### config.mk
export PLATFORM = sky130hd
export DESIGN_NAME = bus_grant_ctrl_flat
export DESIGN_NICKNAME = d
export VERILOG_FILES = /design/src/rtl/bus_grant_ctrl_if.sv /design/src/rtl/bus_grant_ctrl.sv /design/src/flat_wrapper.sv
export SDC_FILE = /design/constraint.sdc
export NUM_CORES = 1
export LEC_CHECK = 0
export CORE_MARGIN = 2
export CORE_UTILIZATION = 53
export CTS_CLUSTER_SIZE = 16
export DETAILED_ROUTE_END_ITERATION = 6
export PLACE_DENSITY = 0.89
export SLEW_MARGIN = 10
export SYNTH_ARGS = -nofsm -noshare
export SYNTH_HDL_FRONTEND = slang
export SYNTH_SLANG_ARGS = --single-unit
### constraint.sdc
create_clock -name clk -period 5.3 [get_ports clk]
set_clock_uncertainty 0.2 [all_clocks]
set_input_delay 0.795 -clock clk [delete_from_list [all_inputs] [get_ports clk]]
set_output_delay 0.795 -clock clk [all_outputs]
set_load 0.005 [all_outputs]
### src/rtl/bus_grant_ctrl_if.sv
// Bus-grant handshake bundle: per-source requests in, registered grants and
// status out. The arbiter takes the master view, the bus sources take the slave view.
interface bus_grant_ctrl_if;
   logic [3:0] req;
   logic [3:0] grant;
   logic [1:0] owner;
   logic       busy;
   logic       timeout;

   modport master (
      input  req,
      output grant,
      output owner,
      output busy,
      output timeout
   );

   modport slave (
      output req,
      input  grant,
      input  owner,
      input  busy,
      input  timeout
   );
endinterface : bus_grant_ctrl_if

### src/rtl/bus_grant_ctrl.sv
// Round-robin arbiter for the shared 8-bit internal bus (reg A, reg B, ALU,
// memory data). It produces registered one-hot AND-gate enables.
// A dead turnaround cycle separates owners, and the hold time is bounded by
// a forced revoke after MAX_HOLD consecutive cycles.
module bus_grant_ctrl #(
   parameter int MAX_HOLD = 8,
   parameter int HOLD_W   = 4
) (
   input  logic             clk,
   input  logic             rst,
   bus_grant_ctrl_if.master bus
);

   typedef enum logic [1:0] {
      ST_IDLE  = 2'd0,
      ST_GRANT = 2'd1,
      ST_TURN  = 2'd2
   } state_t;

   // Last counter value before the owner must give the bus up.
   localparam logic [HOLD_W-1:0] HOLD_LIMIT = HOLD_W'(MAX_HOLD - 1);

   state_t            state_q, state_d;
   logic [1:0]        ptr_q,   ptr_d;
   logic [HOLD_W-1:0] hold_q,  hold_d;
   logic [3:0]        grant_q, grant_d;
   logic [1:0]        owner_q, owner_d;
   logic              busy_q,  busy_d;
   logic              timeout_q, timeout_d;
   logic [1:0]        win_s;

   // Scan requests upward from the pointer (mod 4) and return the first set
   // index. An all-zero request vector returns the pointer itself, and the
   // caller ignores it.
   function automatic logic [1:0] rr_pick(input logic [3:0] r, input logic [1:0] p);
      logic [1:0] idx;
      logic [1:0] win;
      logic       found;
      win   = p;
      found = 1'b0;
      for (int k = 0; k < 4; k++) begin
         idx = p + 2'(k);
         if (!found && r[idx]) begin
            win   = idx;
            found = 1'b1;
         end else begin
            win   = win;
         end
      end
      return win;
   endfunction

   assign win_s = rr_pick(bus.req, ptr_q);

   // Next-state and next-output logic. Outputs are computed one cycle ahead so
   // that the bus enables come straight from flops.
   always_comb begin
      state_d   = state_q;
      ptr_d     = ptr_q;
      hold_d    = hold_q;
      grant_d   = grant_q;
      owner_d   = owner_q;
      timeout_d = 1'b0;
      case (state_q)
         ST_IDLE, ST_TURN: begin
            if (bus.req != 4'b0000) begin
               state_d = ST_GRANT;
               grant_d = 4'b0001 << win_s;
               owner_d = win_s;
               hold_d  = {HOLD_W{1'b0}};
            end else begin
               state_d = ST_IDLE;
               grant_d = 4'b0000;
               owner_d = 2'd0;
               hold_d  = {HOLD_W{1'b0}};
            end
         end
         ST_GRANT: begin
            // A release wins over the limit, so timeout only flags a true revoke.
            if (!bus.req[owner_q] || (hold_q == HOLD_LIMIT)) begin
               state_d   = ST_TURN;
               grant_d   = 4'b0000;
               owner_d   = 2'd0;
               hold_d    = {HOLD_W{1'b0}};
               ptr_d     = owner_q + 2'd1;
               timeout_d = bus.req[owner_q];
            end else begin
               hold_d = hold_q + HOLD_W'(1);
            end
         end
         default: begin
            state_d = ST_IDLE;
            ptr_d   = 2'd0;
            hold_d  = {HOLD_W{1'b0}};
            grant_d = 4'b0000;
            owner_d = 2'd0;
         end
      endcase
      busy_d = (grant_d != 4'b0000);
   end

   // State and output registers. Reset clears the enables without waiting for an edge.
   always_ff @(posedge clk or posedge rst) begin
      if (rst) begin
         state_q   <= ST_IDLE;
         ptr_q     <= 2'd0;
         hold_q    <= {HOLD_W{1'b0}};
         grant_q   <= 4'b0000;
         owner_q   <= 2'd0;
         busy_q    <= 1'b0;
         timeout_q <= 1'b0;
      end else begin
         state_q   <= state_d;
         ptr_q     <= ptr_d;
         hold_q    <= hold_d;
         grant_q   <= grant_d;
         owner_q   <= owner_d;
         busy_q    <= busy_d;
         timeout_q <= timeout_d;
      end
   end

   assign bus.grant   = grant_q;
   assign bus.owner   = owner_q;
   assign bus.busy    = busy_q;
   assign bus.timeout = timeout_q;

endmodule : bus_grant_ctrl

### src/flat_wrapper.sv
// flat-port wrapper written by rule: the top's interface ports become plain ports
module bus_grant_ctrl_flat 
#(
   parameter int MAX_HOLD = 8,
   parameter int HOLD_W   = 4
)
  (clk, rst, bus_req, bus_grant, bus_owner, bus_busy, bus_timeout);
  bus_grant_ctrl_if bus_i ();
  input  logic clk;
  input  logic rst;
  input wire logic [$bits(bus_i.req)-1:0] bus_req;
  output wire logic [$bits(bus_i.grant)-1:0] bus_grant;
  output wire logic [$bits(bus_i.owner)-1:0] bus_owner;
  output wire logic [$bits(bus_i.busy)-1:0] bus_busy;
  output wire logic [$bits(bus_i.timeout)-1:0] bus_timeout;
  assign bus_i.req = bus_req;
  assign bus_grant = bus_i.grant;
  assign bus_owner = bus_i.owner;
  assign bus_busy = bus_i.busy;
  assign bus_timeout = bus_i.timeout;
  bus_grant_ctrl #(.MAX_HOLD(MAX_HOLD), .HOLD_W(HOLD_W)) u_core (.clk(clk), .rst(rst), .bus(bus_i));
endmodule
* Word level (Yosys, flattened, before mapping)
Index checks and enable logic that the tools add are counted.
Operators by class: muxes and demuxes 31, multipliers 0, order comparisons 5, div/mod/pow operators 0, reduce and logical (&&, ||, !) cells 13, bitwise logic cells 1, eq/ne operators 4, $add $sub $neg 5, shifts and indexed selects 1
Operators with widths (number):
- $mux 4 | 4
- $lt 2x3->1 const B | 5
- $mux 2 | 7
- $pmux 2 s2 | 3
- $mux 1 | 11
- $bmux 1 s2 | 5
- $pmux 4 s2 | 1
- $reduce_bool 4->1 | 2
- $add 2x1->2 const B | 2
- $add 2x2->2 const B | 2
- $add 4x1->4 const B | 1
- $eq 4x3->1 const B | 1
- $logic_not 1->1 | 4
- $shl 1x2->4 const A | 1
- $logic_and 1x1->1 | 3
- $eq 2x1->1 const B | 1
- $eq 2x2->1 const B | 1
- $logic_not 2->1 | 1
- $ne 2x1->1 const B | 1
- $reduce_and 2->1 | 1
- $reduce_or 2->1 | 1
- $logic_or 1x1->1 | 1
- $not 1->1 | 1
Storage, ports and cells: word-level logic and storage cells 67, memory bits (writable) 0, bits in registers 16, ROM bits 0, output and inout bits 8, memories 0, input port bits 6, bits in latches 0

* Depth between registers and ports, before layout
word-level depth 16, depth in mapped cells 6, mapped depth without buffers 5

* Worst setup path after synthesis
OpenSTA, ideal clock, no wires.
path type input port to flip-flop, from input port bus_req[3], to register u_core.owner_q[1], in the netlist u_core.bus.owner[1], stages on the path 4, setup time 0.121 ns, required time 4.979 ns, arrival time 1.782 ns, setup slack 3.197 ns, path buffers 1, cells stage by stage mux4_2 -> and3_4 -> buf_6 -> a22o_1
On the way: longest elaborated chain between the ends 14, elaborated cells between the ends (all ways) 28, those cells by class eq/ne: 1; mux: 18; reduce/logical: 9
RTL lines:
- start, declared | line flat_wrapper.sv:11 | input wire logic [$bits(bus_i.req)-1:0] bus_req;
- $bmux 1 s2 | line bus_grant_ctrl.sv:43 | if (!found && r[idx]) begin
- $mux 1 (implied by the code) | line bus_grant_ctrl.sv:43
- $mux 1 | line bus_grant_ctrl.sv:43
- $logic_not 1->1 | line bus_grant_ctrl.sv:43
- $logic_and 1x1->1 | line bus_grant_ctrl.sv:43
- $mux 1 | line bus_grant_ctrl.sv:43
- $logic_not 1->1 | line bus_grant_ctrl.sv:43
- $logic_and 1x1->1 | line bus_grant_ctrl.sv:43
- $mux 1 | line bus_grant_ctrl.sv:43
- $logic_not 1->1 | line bus_grant_ctrl.sv:43
- $logic_and 1x1->1 | line bus_grant_ctrl.sv:43
- $mux 2 | line bus_grant_ctrl.sv:43
- $mux 2 | line bus_grant_ctrl.sv:66 | if (bus.req != 4'b0000) begin
- $pmux 2 s2 | line bus_grant_ctrl.sv:64 | case (state_q)
- end signal, assigned | line bus_grant_ctrl.sv:117 | owner_q <= owner_d;
- end, declared | line bus_grant_ctrl.sv:27 | logic [1:0] owner_q, owner_d;
Several ways; a longest one is shown, not always the timed one. The select of a mux whose other input is x is not followed. A chain may end at the register's enable or synchronous reset.

* Worst setup path in the final report
from input port bus_req[3], to register u_core.ptr_q[1]
On the way: longest elaborated chain between the ends 6
RTL lines:
- $bmux 1 s2 | line bus_grant_ctrl.sv:80 | if (!bus.req[owner_q] || (hold_q == HOLD_LIMIT)) begin
- $mux 1 (implied by the code) | line bus_grant_ctrl.sv:80
- $logic_not 1->1 | line bus_grant_ctrl.sv:80
- $logic_or 1x1->1 | line bus_grant_ctrl.sv:80
- $ne 2x1->1 (no line)
- $reduce_and 2->1 (no line)
- end signal, assigned | line bus_grant_ctrl.sv:114 | ptr_q <= ptr_d;
- end, declared | line bus_grant_ctrl.sv:24 | logic [1:0] ptr_q, ptr_d;
Every way passes these cells. The select of a mux whose other input is x is not followed.

==> flow_summary.yaml <==
route:
  drt_iter0_markers: 23
  first_pass_iters: 4
  drtAntennaViolNets: 0
  drt-wirelength-per-cell_um: 15.7
  via_per_inst: 6.23
  routed_wirelength_um: 1550
  vias: 617
  drcViolationCount: 0
timing:
  rsz0062_at_grt: "false"
  hold_viol_final: 0
  slew_headroom_pct: 60.0
  fin_ws_ns: 2.89
  setup_viol: 0
  finalCriticalPeriod_ns: 2.41
  max_freq_mhz: 415
  finalMaxSlewViolations: 0
  tns_ns: 0
  tightestPinTransition_ns: 0.599
  period_share_pct: 45.5
synthesis:
  ys_warn_count: 0
  synthArstFlopShare_pct: 100
  synth_area_um2: 766
  ys.flop_type: "dfrtp_1"
  seq_area_frac_synth_pct: 52.3
  yosysMostFrequentCell: "dfrtp_1"
  synth_nets: 75
  yosysUniqueCellTypes: 30
  synth_area_leaders: "dfrtp_1, a32o_1, nand2_1, mux4_2, nor2_1"
  synth_seq_cells: 16
  synth_top_area_share_pct: 52.3
  postSynthCellCount: 68
  synth_edf_count: 0
  synth_top_cell_by_area: "dfrtp_1"
  synth_common_cells: "dfrtp_1, nand2_1, nor2_1"
  synth_area_per_cell_um2: 11.3
layout:
  syn_to_final_growth_pct: 22.7
  num-nets-final: 92
  multi_input_area_um2: 347
  antennaDiodeCount: 0
  stdcell_count: 99
  fillers: 98
  drive_gt1_share_pct: 11.9
  regArea_um2: 400
clocking:
  cts-root-buf: "clkbuf_4"
  clock_latency_ns: 0.29
  cts_buffer_depth: 2
  clk_pin_slew_worst_paths_ns: 0.10
  cts_buffers: 3
  cts_sinks: 16
  cts_resized: 0
  cts_tree: "built"
  postCtsHoldBufs: 0
  cts_setup_buffers: 0
  htreeDepth: 1
power_and_ir_drop:
  intPower_w: 0.000311
  peakVddDrop_mv: 0.296
  p_total_w: 0.000480
  p_leak_nw: 0.411
  p_switching_w: 0.000169
  powerDensity_nw_per_um2: 511
  combPwrFrac_pct: 40.8
  sw_frac_of_total_pct: 35.2
  pwr-share-clk_pct: 17.1
  seq_power_share_pct: 42.0
setup_path:
  critical_path_class: "input port to flop"
  slowest_delay_ns: 0.57
  crit_fanout: 9
  slowest_stage: "mux4_2"
  crit_chain: "clkdlybuf4s50_1, mux4_2, nand3_2, nand2_1, a32o_1"
  cp-end-kind: "flop"
  crit_start: "bus_req[3]"
  cp_data_arrival_time_ns: 2.40
  start_kind: "input port"
  r2r_slack_ns: 3.48
  crit_required_ns: 5.29
  timing.rr.start: "u_core.bus.owner[0]$_DFFE_PP0P_"
die:
  io_pins: 14
  core_area_um2: 1320
  die_x_um: 42.0
  die_y_um: 42.0
  std_cell_rows: 13
  initial_utilization_pct: 58.1
  dieArea_um2: 1760
grt:
  grt_max_degree: 17
  grt_pass1_wl_um: 2550
  grt_usage_pct: 19.9
  overflow: 0
  grt_pass1_vias: 596
  antenna_found_initial: 0
min_path:
  hold_path.class: "flop to flop"
  hold_path.startpoint: "u_core.hold_q[0]$_DFF_PP0_"
place:
  dp_hpwl_um: 1110
  gp_congestion: 0.915
  pre_cts_slack_ns: 2.59
  placed_cells: 95
  io_buffers: 13
run_status:
  status: "completed"
run:
  cap_viol_max_count: 0
## layer usage
layer	global-route usage (%)	wire length, µm
met3	6.47	122
met1	25.9	667
met4	10.0	40
met5	0	0
met2	30.0	721
## metrics by stage
stage / hold slack, ns / instance area [µm²] / utilization [%]
floorplan: 0.233 / 766 / -
global placement: 0.253 / 903 / 68.6
detailed placement: 0.257 / 903 / 68.6
CTS: 0.271 / 940 / 71.3
global route: 0.288 / 940 / 71.3
finish: 0.279 / 940 / 71.3
## worst paths after layout
path                                                 endpoint  cells past startpoint
worst max-delay path              u_core.ptr_q[1]$_DFFE_PP0P_                      5
worst min-delay path               u_core.hold_q[0]$_DFF_PP0_                      1
worst max register to register    u_core.ptr_q[1]$_DFFE_PP0P_                      4
worst min register to register     u_core.hold_q[0]$_DFF_PP0_                      1
max in group asynchronous       u_core.state_q[1]$_DFFE_PP0P_                      2
min in group asynchronous       u_core.bus.grant[2]$_DFF_PP0_                      2
## cell type report
class	instances	area share, %
repair buffers	13	13.8
multi-input cells	49	36.9
inverters	2	0.799
flip-flops and latches	16	42.6
well taps	15	2.00
clock buffers	4	3.86
## layout by cell type (no fill, tap or decap), types with 2 or more instances in the layout
cell,instances
dfrtp_1,16
clkdlybuf4s50_1,13
nand2_1,7
nor2_1,6
a32o_1,4
nor2b_1,3
o21ai_0,3
clkbuf_4,3
nand3b_1,2
and2_1,2
o31ai_1,2
xor2_1,2
inv_1,2
## power by group through the flow
stage                     Sequential, W  Clock (W)  Combinational [W]
after floorplan                0.000198          0           0.000125
after CTS                      0.000201  0.0000824           0.000196
final                          0.000202  0.0000823           0.000196
after global routing           0.000208  0.0000928           0.000214
after detailed placement       0.000204          0           0.000194
after global placement         0.000202          0           0.000189
## worst max-delay path, delay by kind of cell
family | cells | cell delay (ns)
muxes | 1 | 0.57
buffers and inverters | 1 | 0.53
and+or+nand+nor | 2 | 0.30
AOI/OAI and AO/OA | 1 | 0.21
## cell families (layout without fill, tap and decap cells)
group,count (synthesis),count (layout),share of synthesized area [%]
XOR/XNOR,3,3,3.43
AO/OA/AOI/OAI,16,16,16.5
buffers and inverters,3,19,2.45
AND/OR/NAND/NOR,28,28,20.8
multiplexers,1,1,2.94
flip-flops,16,16,52.3
adder cells (fa/ha/maj),1,1,1.63
## state kept, by name, indices dropped and copies added (netlist names)
signal,flops
u_core.bus.busy,1
u_core.bus.grant,4
u_core.bus.owner,2
u_core.bus.timeout,1
u_core.hold_q,4
u_core.ptr_q,2
u_core.state_q,2
Note: power is estimated with default switching activity, not from simulation.
